<file path="config.mk">
export PLATFORM = sky130hd
export DESIGN_NAME = a51_keystream_gen_flat
export DESIGN_NICKNAME = d
export VERILOG_FILES = /design/src/rtl/a51_keystream_gen_pkg.sv /design/src/rtl/a51_keystream_gen_if.sv /design/src/rtl/a51_lfsr.sv /design/src/rtl/a51_keystream_gen.sv /design/src/flat_wrapper.sv
export SDC_FILE = /design/constraint.sdc
export NUM_CORES = 1
export LEC_CHECK = 0
export CORE_UTILIZATION = 45
export DETAILED_ROUTE_END_ITERATION = 16
export PLACE_DENSITY = 0.67
export SETUP_SLACK_MARGIN = 0.2
export SYNTH_ARGS = -nofsm -noshare
export SYNTH_HDL_FRONTEND = slang
export SYNTH_SLANG_ARGS = --single-unit
</file>
<file path="constraint.sdc">
create_clock -name inclock -period 2.7 [get_ports inclock]
set_input_delay 0.405 -clock inclock [delete_from_list [all_inputs] [get_ports inclock]]
set_output_delay 0.405 -clock inclock [all_outputs]
set_load 0.02 [all_outputs]
</file>
<file path="src/rtl/a51_keystream_gen_pkg.sv">
// A5/1 keystream generator shared definitions.
// State encoding, register geometry, tap and clock-bit positions.
package a51_keystream_gen_pkg;

    localparam logic [2:0] ST_IDLE  = 3'd0;
    localparam logic [2:0] ST_KEY   = 3'd1;
    localparam logic [2:0] ST_FRAME = 3'd2;
    localparam logic [2:0] ST_MIX   = 3'd3;
    localparam logic [2:0] ST_GEN   = 3'd4;
    localparam logic [2:0] ST_HOLD  = 3'd5;

    localparam int KEY_CYCLES     = 64;
    localparam int FRAME_CYCLES   = 22;
    localparam int KS_BYTES_DEF   = 28;
    localparam int MIX_CYCLES_DEF = 100;

    localparam int R1_LEN = 19;
    localparam int R2_LEN = 22;
    localparam int R3_LEN = 23;

    localparam logic [R1_LEN-1:0] R1_TAPS = 19'h7_2000;
    localparam logic [R2_LEN-1:0] R2_TAPS = 22'h30_0000;
    localparam logic [R3_LEN-1:0] R3_TAPS = 23'h70_0080;

    localparam int R1_CLK = 8;
    localparam int R2_CLK = 10;
    localparam int R3_CLK = 10;

    function automatic logic maj3(input logic a, input logic b,
                                  input logic c);
        return (a & b) | (a & c) | (b & c);
    endfunction

endpackage

</file>
<file path="src/rtl/a51_keystream_gen_if.sv">
// Control and keystream handshake bundle of the A5/1 generator.
// master: processor side; slave: generator side.
interface a51_keystream_gen_if;

    logic        start;
    logic [63:0] key_in;
    logic [21:0] frame_in;
    logic [7:0]  ks_byte;
    logic        ks_valid;
    logic        ks_ready;
    logic        busy;
    logic        done;

    modport master (
        output start, key_in, frame_in, ks_ready,
        input  ks_byte, ks_valid, busy, done
    );

    modport slave (
        input  start, key_in, frame_in, ks_ready,
        output ks_byte, ks_valid, busy, done
    );

endinterface

</file>
<file path="src/rtl/a51_lfsr.sv">
// One A5/1 shift register: R <= {R[LEN-2:0], fb}, fb = taps ^ inject.
// Ports: en steps, clear zeroes; msb, clock bit and next msb out.
module a51_lfsr #(
    parameter int             LEN     = 19,
    parameter logic [LEN-1:0] TAPS    = '0,
    parameter int             CLK_BIT = 8
) (
    input  logic clk,
    input  logic rst_n,
    input  logic en,
    input  logic inject,
    input  logic clear,
    output logic msb,
    output logic clk_bit,
    output logic next_msb
);

    logic [LEN-1:0] r;
    logic           fb;

    assign fb = (^(r & TAPS)) ^ inject;

    always_ff @(posedge clk or negedge rst_n) begin
        if (!rst_n) begin
            r <= '0;
        end else if (clear) begin
            r <= '0;
        end else if (en) begin
            r <= {r[LEN-2:0], fb};
        end
    end

    assign msb      = r[LEN-1];
    assign clk_bit  = r[CLK_BIT];
    // msb after a step, so the output bit can use post-step values
    assign next_msb = r[LEN-2];

endmodule

</file>
<file path="src/rtl/a51_keystream_gen.sv">
// A5/1 keystream generator: key/frame load, warm-up, byte output.
// Ports: inclock, resetn, bus (start/key/frame in, ks_byte handshake out).
module a51_keystream_gen
    import a51_keystream_gen_pkg::*;
#(
    parameter int KS_BYTES   = KS_BYTES_DEF,
    parameter int MIX_CYCLES = MIX_CYCLES_DEF
) (
    input logic                inclock,
    input logic                resetn,
    a51_keystream_gen_if.slave bus
);

    logic [2:0]  state;
    logic [6:0]  step_cnt;
    logic [4:0]  byte_cnt;
    logic [63:0] key_q;
    logic [21:0] frame_q;
    logic [7:0]  ks_byte_q;
    logic        ks_valid_q;
    logic        busy_q;
    logic        done_q;

    logic c1, c2, c3;
    logic m1, m2, m3;
    logic n1, n2, n3;
    logic en1, en2, en3;
    logic bulk_step, maj_step, maj;
    logic clr, inject, ks_bit;

    assign bulk_step = (state == ST_KEY) || (state == ST_FRAME);
    assign maj_step  = (state == ST_MIX) || (state == ST_GEN);
    assign maj       = maj3(c1, c2, c3);

    assign en1 = bulk_step | (maj_step & (c1 == maj));
    assign en2 = bulk_step | (maj_step & (c2 == maj));
    assign en3 = bulk_step | (maj_step & (c3 == maj));

    // done marks the IDLE entry cycle, where start must be ignored
    assign clr = (state == ST_IDLE) & bus.start & ~done_q;

    always_comb begin
        inject = 1'b0;
        unique case (1'b1)
            state == ST_KEY:   inject = key_q[step_cnt[5:0]];
            state == ST_FRAME: inject = frame_q[step_cnt[4:0]];
            default:           inject = 1'b0;
        endcase
    end

    assign ks_bit = (en1 ? n1 : m1) ^ (en2 ? n2 : m2) ^ (en3 ? n3 : m3);

    a51_lfsr #(.LEN(R1_LEN), .TAPS(R1_TAPS), .CLK_BIT(R1_CLK)) u_r1 (
        .clk(inclock), .rst_n(resetn), .en(en1), .inject(inject),
        .clear(clr), .msb(m1), .clk_bit(c1), .next_msb(n1)
    );

    a51_lfsr #(.LEN(R2_LEN), .TAPS(R2_TAPS), .CLK_BIT(R2_CLK)) u_r2 (
        .clk(inclock), .rst_n(resetn), .en(en2), .inject(inject),
        .clear(clr), .msb(m2), .clk_bit(c2), .next_msb(n2)
    );

    a51_lfsr #(.LEN(R3_LEN), .TAPS(R3_TAPS), .CLK_BIT(R3_CLK)) u_r3 (
        .clk(inclock), .rst_n(resetn), .en(en3), .inject(inject),
        .clear(clr), .msb(m3), .clk_bit(c3), .next_msb(n3)
    );

    always_ff @(posedge inclock or negedge resetn) begin
        if (!resetn) begin
            state      <= ST_IDLE;
            step_cnt   <= '0;
            byte_cnt   <= '0;
            key_q      <= '0;
            frame_q    <= '0;
            ks_byte_q  <= '0;
            ks_valid_q <= 1'b0;
            busy_q     <= 1'b0;
            done_q     <= 1'b0;
        end else begin
            done_q <= 1'b0;
            unique case (state)
                ST_IDLE: begin
                    if (clr) begin
                        key_q    <= bus.key_in;
                        frame_q  <= bus.frame_in;
                        step_cnt <= '0;
                        byte_cnt <= '0;
                        busy_q   <= 1'b1;
                        state    <= ST_KEY;
                    end
                end
                ST_KEY: begin
                    if (step_cnt == 7'(KEY_CYCLES - 1)) begin
                        step_cnt <= '0;
                        state    <= ST_FRAME;
                    end else begin
                        step_cnt <= step_cnt + 7'd1;
                    end
                end
                ST_FRAME: begin
                    if (step_cnt == 7'(FRAME_CYCLES - 1)) begin
                        step_cnt <= '0;
                        state    <= ST_MIX;
                    end else begin
                        step_cnt <= step_cnt + 7'd1;
                    end
                end
                ST_MIX: begin
                    if (step_cnt == 7'(MIX_CYCLES - 1)) begin
                        step_cnt <= '0;
                        state    <= ST_GEN;
                    end else begin
                        step_cnt <= step_cnt + 7'd1;
                    end
                end
                ST_GEN: begin
                    ks_byte_q <= {ks_byte_q[6:0], ks_bit};
                    if (step_cnt == 7'd7) begin
                        step_cnt   <= '0;
                        ks_valid_q <= 1'b1;
                        state      <= ST_HOLD;
                    end else begin
                        step_cnt <= step_cnt + 7'd1;
                    end
                end
                ST_HOLD: begin
                    if (bus.ks_ready) begin
                        ks_valid_q <= 1'b0;
                        if (byte_cnt == 5'(KS_BYTES - 1)) begin
                            busy_q <= 1'b0;
                            done_q <= 1'b1;
                            state  <= ST_IDLE;
                        end else begin
                            byte_cnt <= byte_cnt + 5'd1;
                            state    <= ST_GEN;
                        end
                    end
                end
                default: state <= ST_IDLE;
            endcase
        end
    end

    assign bus.ks_byte  = ks_byte_q;
    assign bus.ks_valid = ks_valid_q;
    assign bus.busy     = busy_q;
    assign bus.done     = done_q;

endmodule
</file>
<file path="src/flat_wrapper.sv">
// flat-port wrapper written by rule: the top's interface ports become plain ports
module a51_keystream_gen_flat import a51_keystream_gen_pkg::*;
#(
    parameter int KS_BYTES   = KS_BYTES_DEF,
    parameter int MIX_CYCLES = MIX_CYCLES_DEF
)
  (inclock, resetn, bus_start, bus_key_in, bus_frame_in, bus_ks_ready, bus_ks_byte, bus_ks_valid, bus_busy, bus_done);
  a51_keystream_gen_if bus_i ();
  input logic inclock;
  input logic resetn;
  input wire logic [$bits(bus_i.start)-1:0] bus_start;
  input wire logic [$bits(bus_i.key_in)-1:0] bus_key_in;
  input wire logic [$bits(bus_i.frame_in)-1:0] bus_frame_in;
  input wire logic [$bits(bus_i.ks_ready)-1:0] bus_ks_ready;
  output wire logic [$bits(bus_i.ks_byte)-1:0] bus_ks_byte;
  output wire logic [$bits(bus_i.ks_valid)-1:0] bus_ks_valid;
  output wire logic [$bits(bus_i.busy)-1:0] bus_busy;
  output wire logic [$bits(bus_i.done)-1:0] bus_done;
  assign bus_i.start = bus_start;
  assign bus_i.key_in = bus_key_in;
  assign bus_i.frame_in = bus_frame_in;
  assign bus_i.ks_ready = bus_ks_ready;
  assign bus_ks_byte = bus_i.ks_byte;
  assign bus_ks_valid = bus_i.ks_valid;
  assign bus_busy = bus_i.busy;
  assign bus_done = bus_i.done;
  a51_keystream_gen #(.KS_BYTES(KS_BYTES), .MIX_CYCLES(MIX_CYCLES)) u_core (.inclock(inclock), .resetn(resetn), .bus(bus_i));
endmodule
</file>
==> results of run 1 <==
==> path summary, 6_finish.rpt <==
check | startpoint | endpoint | slack, ns | cells after the start
max | u_core.step_cnt[1]$_DFFE_PN0P_ | u_core.u_r3.r[0]$_DFFE_PN0P_ | 0.37 | 8
min | u_core.u_r2.r[19]$_DFFE_PN0P_ | u_core.u_r2.r[20]$_DFFE_PN0P_ | 0.46 | 2
max reg2reg | u_core.step_cnt[1]$_DFFE_PN0P_ | u_core.u_r3.r[0]$_DFFE_PN0P_ | 0.37 | 8
min reg2reg | u_core.u_r2.r[19]$_DFFE_PN0P_ | u_core.u_r2.r[20]$_DFFE_PN0P_ | 0.46 | 2
max in group asynchronous | resetn | u_core.key_q[32]$_DFFE_PN0P_ | 1.44 | 3
min in group asynchronous | resetn | u_core.bus.ks_byte[5]$_DFFE_PN0P_ | 0.53 | 2
==> placed cells by master, fill, tap and decap left out, types with 2 or more instances in the layout <==
cell	n
dfrtp_2	2
ha_1	3
clkinv_4	2
inv_1	2
nand3b_1	3
nand2_1	395
mux4_2	12
nand4_1	4
nand4b_1	4
nand3_1	70
o31ai_1	3
clkinvlp_4	3
xor2_1	7
a21oi_1	8
mux2_2	8
buf_12	4
mux2i_1	19
o41ai_1	2
o21ai_0	16
inv_8	2
o21a_1	3
nor2b_1	8
o21ai_1	6
inv_6	6
clkbuf_16	17
clkdlybuf4s50_1	99
dfrtp_1	174
nand2b_1	5
mux4_1	5
o22ai_1	4
xnor2_1	10
nor3_1	5
nor2_1	25
buf_4	21
or3_1	2
==> kinds of logic after synthesis <==
| group | after synthesis | share of synthesized area (%) |
|---|---|---|
| fa+ha+maj | 3 | 0.468 |
| flops | 176 | 54.9 |
| mux | 44 | 8.51 |
| buf+inv | 60 | 3.15 |
| compound gates | 51 | 3.90 |
| simple gates | 527 | 27.2 |
| xor+xnor | 17 | 1.86 |
==> synth_stat cells <==
cell type  count  area [um2]
a211oi_1       1        7.51
a21oi_1        8        40.0
a221oi_1       1        8.76
a22o_1         1        8.76
a22oi_1        1        7.51
a311oi_1       1        8.76
a32o_1         1        10.0
and2_0         1        6.26
and3_1         1        6.26
and4b_1        1        10.0
buf_1          2        7.51
buf_2         16        80.1
buf_6          1        11.3
clkbuf_1      39         146
dfrtp_1      176        4400
ha_1           3        37.5
inv_1          2        7.51
mux2_2         8        90.1
mux2i_1       19         190
mux4_1         5         131
mux4_2        12         270
nand2_1      395        1480
nand2b_1       5        31.3
nand3_1       70         350
nand3_2        1        10.0
nand3b_1       3        22.5
nand4_1        4        25.0
nand4b_1       4        35.0
nor2_1        25        93.8
nor2b_1        8        50.1
nor3_1         5        25.0
nor3b_1        1        7.51
o211ai_1       1        7.51
o21a_1         4        30.0
o21ai_0       17        85.1
o21ai_1        5        25.0
o22ai_1        4        25.0
o311ai_1       1        8.76
o31ai_1        3        22.5
o41ai_1        2        17.5
or3_1          2        12.5
or3b_2         1        8.76
xnor2_1       10        87.6
xor2_1         7        61.3
==> per-stage QoR <==
step / area (um2) / hold WS, ns / setup WS [ns]
final: 9890 / 0.464 / 0.372
after global routing: 9890 / 0.486 / 0.172
after CTS: 9880 / 0.470 / 0.247
after detailed placement: 9300 / 0.440 / 0.270
after global placement: 9300 / 0.445 / 0.301
after floorplan: 8020 / 0.109 / 0.439
==> worst reg2reg max path, cell delays in order, from the launching register on <==
cell,delay (ns)
dfrtp_2,0.44
mux4_1,0.57
mux4_2,0.49
nor2b_1,0.13
a21oi_1,0.06
nand4b_1,0.11
nand3_2,0.15
xnor2_1,0.20
o21ai_1,0.07
==> routing by layer <==
metal | up-vias | global-route usage (%) | wire length [um]
met4 | 0 | 6.74 | 218
li1 | 3044 | - | -
met5 | - | 0 | 0
met3 | 17 | 4.94 | 715
met1 | 2949 | 29.0 | 8210
met2 | 139 | 31.9 | 7950
==> layout make-up <==
type                    count  share of cell area, %
inverters                   2                 0.0759
clock inverters            15                   1.52
repair buffers            126                   12.6
clock buffers              17                   4.30
flip-flops and latches    176                   44.6
multi-input cells         642                   34.1
well taps                 225                   2.85
==> timing repair <==
item	in CTS	in global routing
endpoints found under the hold margin	60	0
gates resized for setup	0	3
hold buffers	1	0
setup buffers	0	0
endpoints found under the setup margin	0	10
==> power by group through the flow <==
| stage | Sequential (uW) | Combinational [uW] | Clock [uW] |
|---|---|---|---|
| floorplan | 3450 | 1990 | 0 |
| global placement | 3630 | 2590 | 0 |
| detailed placement | 3630 | 2620 | 0 |
| CTS | 3590 | 2640 | 2470 |
| global route | 3660 | 2950 | 2570 |
| finish | 3590 | 2620 | 2400 |
==> state kept, by name, summed over array words and instances, names as in the netlist <==
register,cells
u_core.bus.busy,1
u_core.bus.done,1
u_core.bus.ks_byte,8
u_core.bus.ks_valid,1
u_core.byte_cnt,5
u_core.frame_q,22
u_core.key_q,64
u_core.state,3
u_core.step_cnt,7
u_core.u_r1.r,19
u_core.u_r2.r,22
u_core.u_r3.r,23
==> metrics.yaml, run 1 <==
critPathLaunchType: "flip-flop"
pwr-share-comb_pct: 30.4
finalClockSkew_ns: 0.0100
die_w_um: 135
synthDistinctLibCells: 44
grt_pass1_wl_um: 29700
finalNonFillerCells: 1203
dp_cells: 1170
sw_frac_of_total_pct: 34.6
dieArea_um2: 18300
worst_slew_pin_slew_ns: 0.840
synth-seq-cells: 176
path_cells: "mux4_1 -> mux4_2 -> nor2b_1 -> a21oi_1 -> nand4b_1 -> nand3_2 -> xnor2_1 -> o21ai_1"
worst_setup_path_end_kind: "flip-flop"
power_frac_seq_pct: 41.7
row_count: 48
cts_root_buffer: "clkbuf_16"
first_iter_violations: 370
syn_area_um2: 8020
num_vias: 6149
port-buffer-count: 100
crit_slowest_cell: "mux4_1"
yosysSeqAreaShare_pct: 54.9
overflow: 0
power_switching_uw: 2980
drc: 0
worst-setup-path-type: "reg2reg"
rsz0062_at_grt: "no"
fin_util_pct: 57.0
seq_area_um2: 4410
dp_hpwl_um: 11500
critPathTopFamily: "multiplexers"
antenna_found_initial: 0
max_stage_delay_ns: 0.57
avgSynthCellArea_um2: 9.13
timing.final.crit_share_pct: 86.2
grt_max_degree: 84
clk_latency_ns: 0.43
timing.fmax_mhz: 430
cts.path.max_buffers: 2
path_max_fanout: 5
tritoncts: "done"
wirelength_um: 17100
n_antenna_cell: 0
drv_slew: 0
final.setup.tns_ns: 0
initial_utilization_pct: 46.2
leakagePower_uw: 0.00487
fin_nets: 1058
drive_gt1_share_pct: 8.59
areaGrowthSynthToFinish_pct: 23.4
clkTransAtPathRegs_ns: 0.07
cts_buffers: 17
finalPower_uw: 8610
hold_violations: 0
max_slew_margin_pct: 44.0
syn_nets: 971
pin_count: 101
multi_input_area_um2: 3370
fp.dieH_um: 135
core-area_um2: 17400
worst-path-buf-inv: 0
vias_per_cell: 5.11
dr.pass1.iters: 5
synth_warnings: 0
crit_required_ns: 3.01
hp-class: "reg2reg"
power_frac_clock_pct: 27.9
postSynthCellCount: 878
cap_violations: 0
grtUsageTotal_pct: 20.8
globalplace.congestion: 0.809
cp.arrival_ns: 2.64
power.density_nw_per_um2: 871
clock-sinks: 176
grt_pass1_vias: 6012
fill_cells: 1533
vdd_drop_max_mv: 0.587
status: "completed"
layout_min_cycle_time_ns: 2.33
wire_per_inst_um: 14.2
final-setup-viol-count: 0
ant_nets: 0
intPower_uw: 5630
htree_levels: 4
Power figures use the tool's default switching activity.
==> run 2, diff against run 1 <==
--- a/config.mk
+++ b/config.mk
@@ -5,10 +5,13 @@
 export SDC_FILE = /design/constraint.sdc
 export NUM_CORES = 1
 export LEC_CHECK = 0
-export CORE_UTILIZATION = 45
+export CELL_PAD_IN_SITES_DETAIL_PLACEMENT = 1
+export CELL_PAD_IN_SITES_GLOBAL_PLACEMENT = 2
+export CORE_UTILIZATION = 34
 export DETAILED_ROUTE_END_ITERATION = 16
-export PLACE_DENSITY = 0.67
+export PLACE_DENSITY_LB_ADDON = 0.1
 export SETUP_SLACK_MARGIN = 0.2
+export SKIP_LAST_GASP = 1
 export SYNTH_ARGS = -nofsm -noshare
 export SYNTH_HDL_FRONTEND = slang
 export SYNTH_SLANG_ARGS = --single-unit
==> metrics.yaml, run 2 (synthesized netlist as in run 1, its figures left out) <==
wire_per_inst_um: 15.9  # +12%
row_count: 55  # +15%
fin_util_pct: 43.8  # -13 points
final_cell_mix: "nand2_1 (395), dfrtp_1 (174), clkdlybuf4s50_1 (99)"
grtUsageMet2_pct: 32.0  # +0.051 points
fp.dieH_um: 156  # +15%
finalClockSkew_ns: 0.00885  # -0.00117 ns
vdd_drop_max_mv: 0.417  # -29%
dieArea_um2: 24200  # +32%
cts.path.max_buffers: 2  # unchanged
crit_required_ns: 3.01  # about the same
rsz0062_at_grt: "yes"
worst_setup_path_end_kind: "flip-flop"
dp_cells: 1263  # +7.9%
worst-setup-path-type: "reg2reg"
first_iter_violations: 297  # -20%
fin_nets: 1063  # +0.47%
busiest_layer: "met2"
num_vias: 6278  # +2.1%
ant_nets: 0  # unchanged
path_max_fanout: 7  # +2
grt_max_degree: 71  # -15%
layout_min_cycle_time_ns: 2.34  # +0.0122 ns
antenna_found_initial: 0  # unchanged
dp_hpwl_um: 14600  # +27%
finalNonFillerCells: 1293  # +7.5%
grt_use_met3_pct: 3.72  # -1.2 points
areaGrowthSynthToFinish_pct: 24.9
clk_latency_ns: 0.43  # about the same
grt_pass1_vias: 6732  # +12%
final-setup-viol-count: 0  # unchanged
fin_ws_ns: 0.360  # -0.0122 ns
worstRegToRegCells: 8  # unchanged
die_w_um: 156  # +15%
whs_ns: -0.00164  # -0.466 ns
grtUsageTotal_pct: 18.0  # -2.8 points
largestRegisters: "u_core.key_q x64, u_core.u_r3.r x23"
timing.final.crit_share_pct: 86.7  # +0.45 points
timing.fmax_mhz: 427  # -0.52%
clock-sinks: 176  # unchanged
dr.pass1.iters: 6  # +1
drive_gt1_share_pct: 8.88  # +0.29 points
pin_count: 101  # unchanged
cts_root_buffer: "clkbuf_16"
tritoncts: "done"
n_antenna_cell: 0  # unchanged
r2r_slack_ns: 0.36  # about the same
initial_utilization_pct: 35.1  # -11 points
cp.arrival_ns: 2.65  # about the same
max_slew_margin_pct: 53.2  # +9.1 points
vias_per_cell: 4.86  # -5.0%
wirelength_um: 20600  # +20%
worst_slew_pin_slew_ns: 0.703  # -0.137 ns
cts_buffers: 17  # unchanged
drv_slew: 0  # unchanged
hold_violations: 1  # +1
power.density_nw_per_um2: 876  # +0.54%
leakagePower_uw: 0.00489  # +0.36%
r2r-end: "u_core.u_r2.r[0]$_DFFE_PN0P_"
largest_reg_flops: 64  # unchanged
grt_pass1_wl_um: 34200  # +15%
cts.hold.buffers_added: 0  # -1
final.setup.tns_ns: 0  # unchanged
post-place-ws_ns: 0.211  # -0.0584 ns
port-buffer-count: 100  # unchanged
status: "complete, but fails checks"
critPathLaunchType: "flip-flop"
globalplace.congestion: 0.777  # -3.9%
core-area_um2: 22800  # +32%
gr-usage-met1_pct: 22.3  # -6.7 points
r2r-start: "u_core.step_cnt[1]$_DFFE_PN0P_"
clkTransAtPathRegs_ns: 0.07  # about the same
top_register: "u_core.key_q"
violations: "hold timing"
cap_violations: 0  # unchanged
hp-class: "in2async"
final_common_cell: "nand2_1"
drc: 0  # unchanged
htree_levels: 4  # unchanged
overflow: 0  # unchanged
==> run 2: cell count changes in the layout (fill, tap and decap cells not counted), sizes merged <==
cell         before  now
buf              26   32
bufinv            1    2
inv              10    6
dlygate4sd3       1    0
==> run 2: worst max path at each step <==
stage                                              start                        endpoint  slack, ns
after global routing      u_core.step_cnt[1]$_DFFE_PN0P_  u_core.step_cnt[3]$_DFFE_PN0P_       0.20
after detailed placement  u_core.step_cnt[1]$_DFFE_PN0P_    u_core.u_r3.r[0]$_DFFE_PN0P_       0.21
after CTS                 u_core.step_cnt[0]$_DFFE_PN0P_  u_core.step_cnt[4]$_DFFE_PN0P_       0.27
after global placement    u_core.step_cnt[1]$_DFFE_PN0P_    u_core.u_r3.r[0]$_DFFE_PN0P_       0.27
after floorplan           u_core.step_cnt[1]$_DFFE_PN0P_    u_core.u_r3.r[0]$_DFFE_PN0P_       0.44
final                     u_core.step_cnt[1]$_DFFE_PN0P_    u_core.u_r2.r[0]$_DFFE_PN0P_       0.36
==> run 2: timing repair <==
item / CTS / global route
setup endpoints to repair: 2 / 7
hold endpoints to repair: 0 / 0
setup buffers: 1 / 0
resized for setup: 0 / 3
==> run 2: area by class of cell <==
type,instances,area (um2)
flip-flops and latches,176,4410
inverters,2,7.51
clock inverters,12,136
repair buffers,131,1280
fillers,2637,12800
well taps,313,392
multi-input cells,642,3370
clock buffers,17,425
==> run 2: per-stage QoR <==
step                      instance area (um2)  hold WS, ns  power, uW
after global placement                   9440        0.448       6320
final                                   10000     -0.00164       8770
after floorplan                          8020        0.109       5440
after CTS                               10000       0.0239       8900
after detailed placement                 9440        0.457       6420
after global routing                    10000       0.0300       9360
==> run 2: layer usage <==
metal	up-vias	part of all wire, %
met3	10	2.3
met5	-	0
met2	73	51
li1	3054	-
met4	0	1.3
met1	3141	45
==> run 2: worst max-delay path: stages, from the launching register on <==
cell and delay (ns):
dfrtp_2 0.47, mux4_1 0.59, mux4_2 0.46, nor2b_1 0.12
a21oi_1 0.05, nand4b_1 0.11, nand3_2 0.14, xnor2_1 0.21
o21ai_1 0.07
==> run 2: power breakdown <==
group | switching (uW) | internal, uW
registers | 432 | 3210
logic | 1550 | 1150
clock network | 1070 | 1360
==> run 3, diff against run 2 <==
--- a/config.mk
+++ b/config.mk
@@ -9,6 +9,7 @@
 export CELL_PAD_IN_SITES_GLOBAL_PLACEMENT = 2
 export CORE_UTILIZATION = 34
 export DETAILED_ROUTE_END_ITERATION = 16
+export HOLD_SLACK_MARGIN = 0.12
 export PLACE_DENSITY_LB_ADDON = 0.1
 export SETUP_SLACK_MARGIN = 0.2
 export SKIP_LAST_GASP = 1
==> metrics.yaml, run 3 (synthesized netlist as in run 1, its figures left out) <==
cp.arrival_ns: 2.65  # about the same
antenna_found_initial: 0  # unchanged
grt_pass1_wl_um: 34200  # unchanged
path_max_fanout: 7  # unchanged
wirelength_um: 20600  # +0.16%
hp-class: "reg2reg"
final_common_cell: "nand2_1"
status: "completed"
critPathLaunchType: "flip-flop"
leakagePower_uw: 0.00490  # about the same
n_antenna_cell: 0  # unchanged
multi_input_area_um2: 3370  # unchanged
largest_reg_flops: 64  # unchanged
worst-setup-path-type: "reg2reg"
drive_gt1_share_pct: 8.87  # -0.0090 points
top_register: "u_core.key_q"
timing.fmax_mhz: 428  # +0.14%
final_cell_mix: "nand2_1 (395), dfrtp_1 (174), clkdlybuf4s50_1 (99)"
final.setup.tns_ns: 0  # unchanged
first_iter_violations: 314  # +5.7%
whs_ns: 0.471  # +0.473 ns
power.density_nw_per_um2: 875  # about the same
core-area_um2: 22800  # unchanged
grt_pass1_vias: 6732  # unchanged
worst_setup_path_end_kind: "flip-flop"
initial_utilization_pct: 35.1  # unchanged
seq_area_um2: 4410  # unchanged
fp.dieH_um: 156  # unchanged
fin_nets: 1064  # +0.094%
finalClockSkew_ns: 0.00957  # +0.000713 ns
grtUsageTotal_pct: 18.0  # unchanged
largestRegisters: "u_core.key_q x64, u_core.u_r3.r x23"
clkTransAtPathRegs_ns: 0.07  # about the same
cts_root_buffer: "clkbuf_16"
row_count: 55  # unchanged
clk_latency_ns: 0.43  # about the same
cts.path.max_buffers: 2  # unchanged
rsz0062_at_grt: "yes"
layout_min_cycle_time_ns: 2.34  # -0.00338 ns
wire_per_inst_um: 15.9  # about the same
crit_required_ns: 3.01  # about the same
grt_max_degree: 71  # unchanged
overflow: 0  # unchanged
globalplace.congestion: 0.777  # unchanged
htree_levels: 4  # unchanged
drv_slew: 0  # unchanged
areaGrowthSynthToFinish_pct: 25.0  # about the same
timing.final.crit_share_pct: 86.5  # -0.13 points
port-buffer-count: 100  # unchanged
ant_nets: 0  # unchanged
worst_slew_pin_slew_ns: 0.705  # +0.00219 ns
pin_count: 101  # unchanged
dieArea_um2: 24200  # unchanged
num_vias: 6273  # -0.080%
vias_per_cell: 4.85  # -0.16%
max_slew_margin_pct: 53.0  # -0.15 points
dp_hpwl_um: 14600  # unchanged
hold_violations: 0  # -1
fill_cells: 2636  # -0.038%
vdd_drop_max_mv: 0.417  # about the same
cts_buffers: 17  # unchanged
drc: 0  # unchanged
final-setup-viol-count: 0  # unchanged
fin_util_pct: 43.9  # about the same
cap_violations: 0  # unchanged
clock-sinks: 176  # unchanged
dr.pass1.iters: 5  # -1
tritoncts: "done"
die_w_um: 156  # unchanged
-- run 3: cell type report --
cell class / count / area share, %
Inverter: 2 / 0.0749
Sequential cell: 176 / 44.0
Clock inverter: 12 / 1.36
Multi-Input combinational cell: 642 / 33.6
Timing Repair Buffer: 132 / 12.8
Clock buffer: 17 / 4.25
Tap cell: 313 / 3.91
-- run 3: critical path: stages (launching register included) --
cell and delay (ns):
dfrtp_2 0.47, mux4_1 0.58, mux4_2 0.46, nor2b_1 0.12, a21oi_1 0.05, nand4b_1 0.11, nand3_2 0.14, xnor2_1 0.21
o21ai_1 0.07
-- run 3: where the power goes --
group	total [uW]	switching (uW)	leakage, uW	internal (uW)
clock network	2430	1070	0.000268	1360
logic	2700	1550	0.00233	1150
registers	3640	434	0.00229	3210
total	8770	3050	0.00490	5720
-- run 3: repair_timing --
item / 4_1_cts / 5_1_grt
endpoints found under the setup margin: 2 / 7
setup buffers: 1 / 0
endpoints found under the hold margin: 66 / 0
hold buffers: 1 / 0
resized for setup: 0 / 3
-- run 3: final timing paths --
kind	from	endpoint	slack, ns	depth (start not counted)
min reg2reg	u_core.u_r2.r[16]$_DFFE_PN0P_	u_core.u_r2.r[17]$_DFFE_PN0P_	0.47	2
max reg2reg	u_core.step_cnt[1]$_DFFE_PN0P_	u_core.u_r2.r[0]$_DFFE_PN0P_	0.36	8
min	u_core.u_r2.r[16]$_DFFE_PN0P_	u_core.u_r2.r[17]$_DFFE_PN0P_	0.47	2
max	u_core.step_cnt[1]$_DFFE_PN0P_	u_core.u_r2.r[0]$_DFFE_PN0P_	0.36	8
max in group asynchronous	resetn	u_core.frame_q[1]$_DFFE_PN0P_	1.29	3
min in group asynchronous	resetn	u_core.u_r2.r[14]$_DFFE_PN0P_	0.57	2
-- run 3: layer usage --
| layer | vias to the layer above | part of all wire, % | track usage [%] |
|---|---|---|---|
| met1 | 3136 | 45 | 22.3 |
| met3 | 11 | 2.2 | 3.72 |
| met5 | - | 0 | 0 |
| met2 | 69 | 51 | 32.0 |
| met4 | 0 | 1.3 | 4.30 |
| li1 | 3057 | - | - |
-- run 3: per-stage QoR --
stage / cells / worst slack (ns) / power (uW) / area, um2
floorplan: 878 / 0.439 / 5440 / 8020
global placement: 1263 / 0.268 / 6320 / 9440
detailed placement: 1263 / 0.211 / 6420 / 9440
CTS: 1294 / 0.267 / 8900 / 10000
global route: 1294 / 0.200 / 9360 / 10000
finish: 1294 / 0.363 / 8770 / 10000
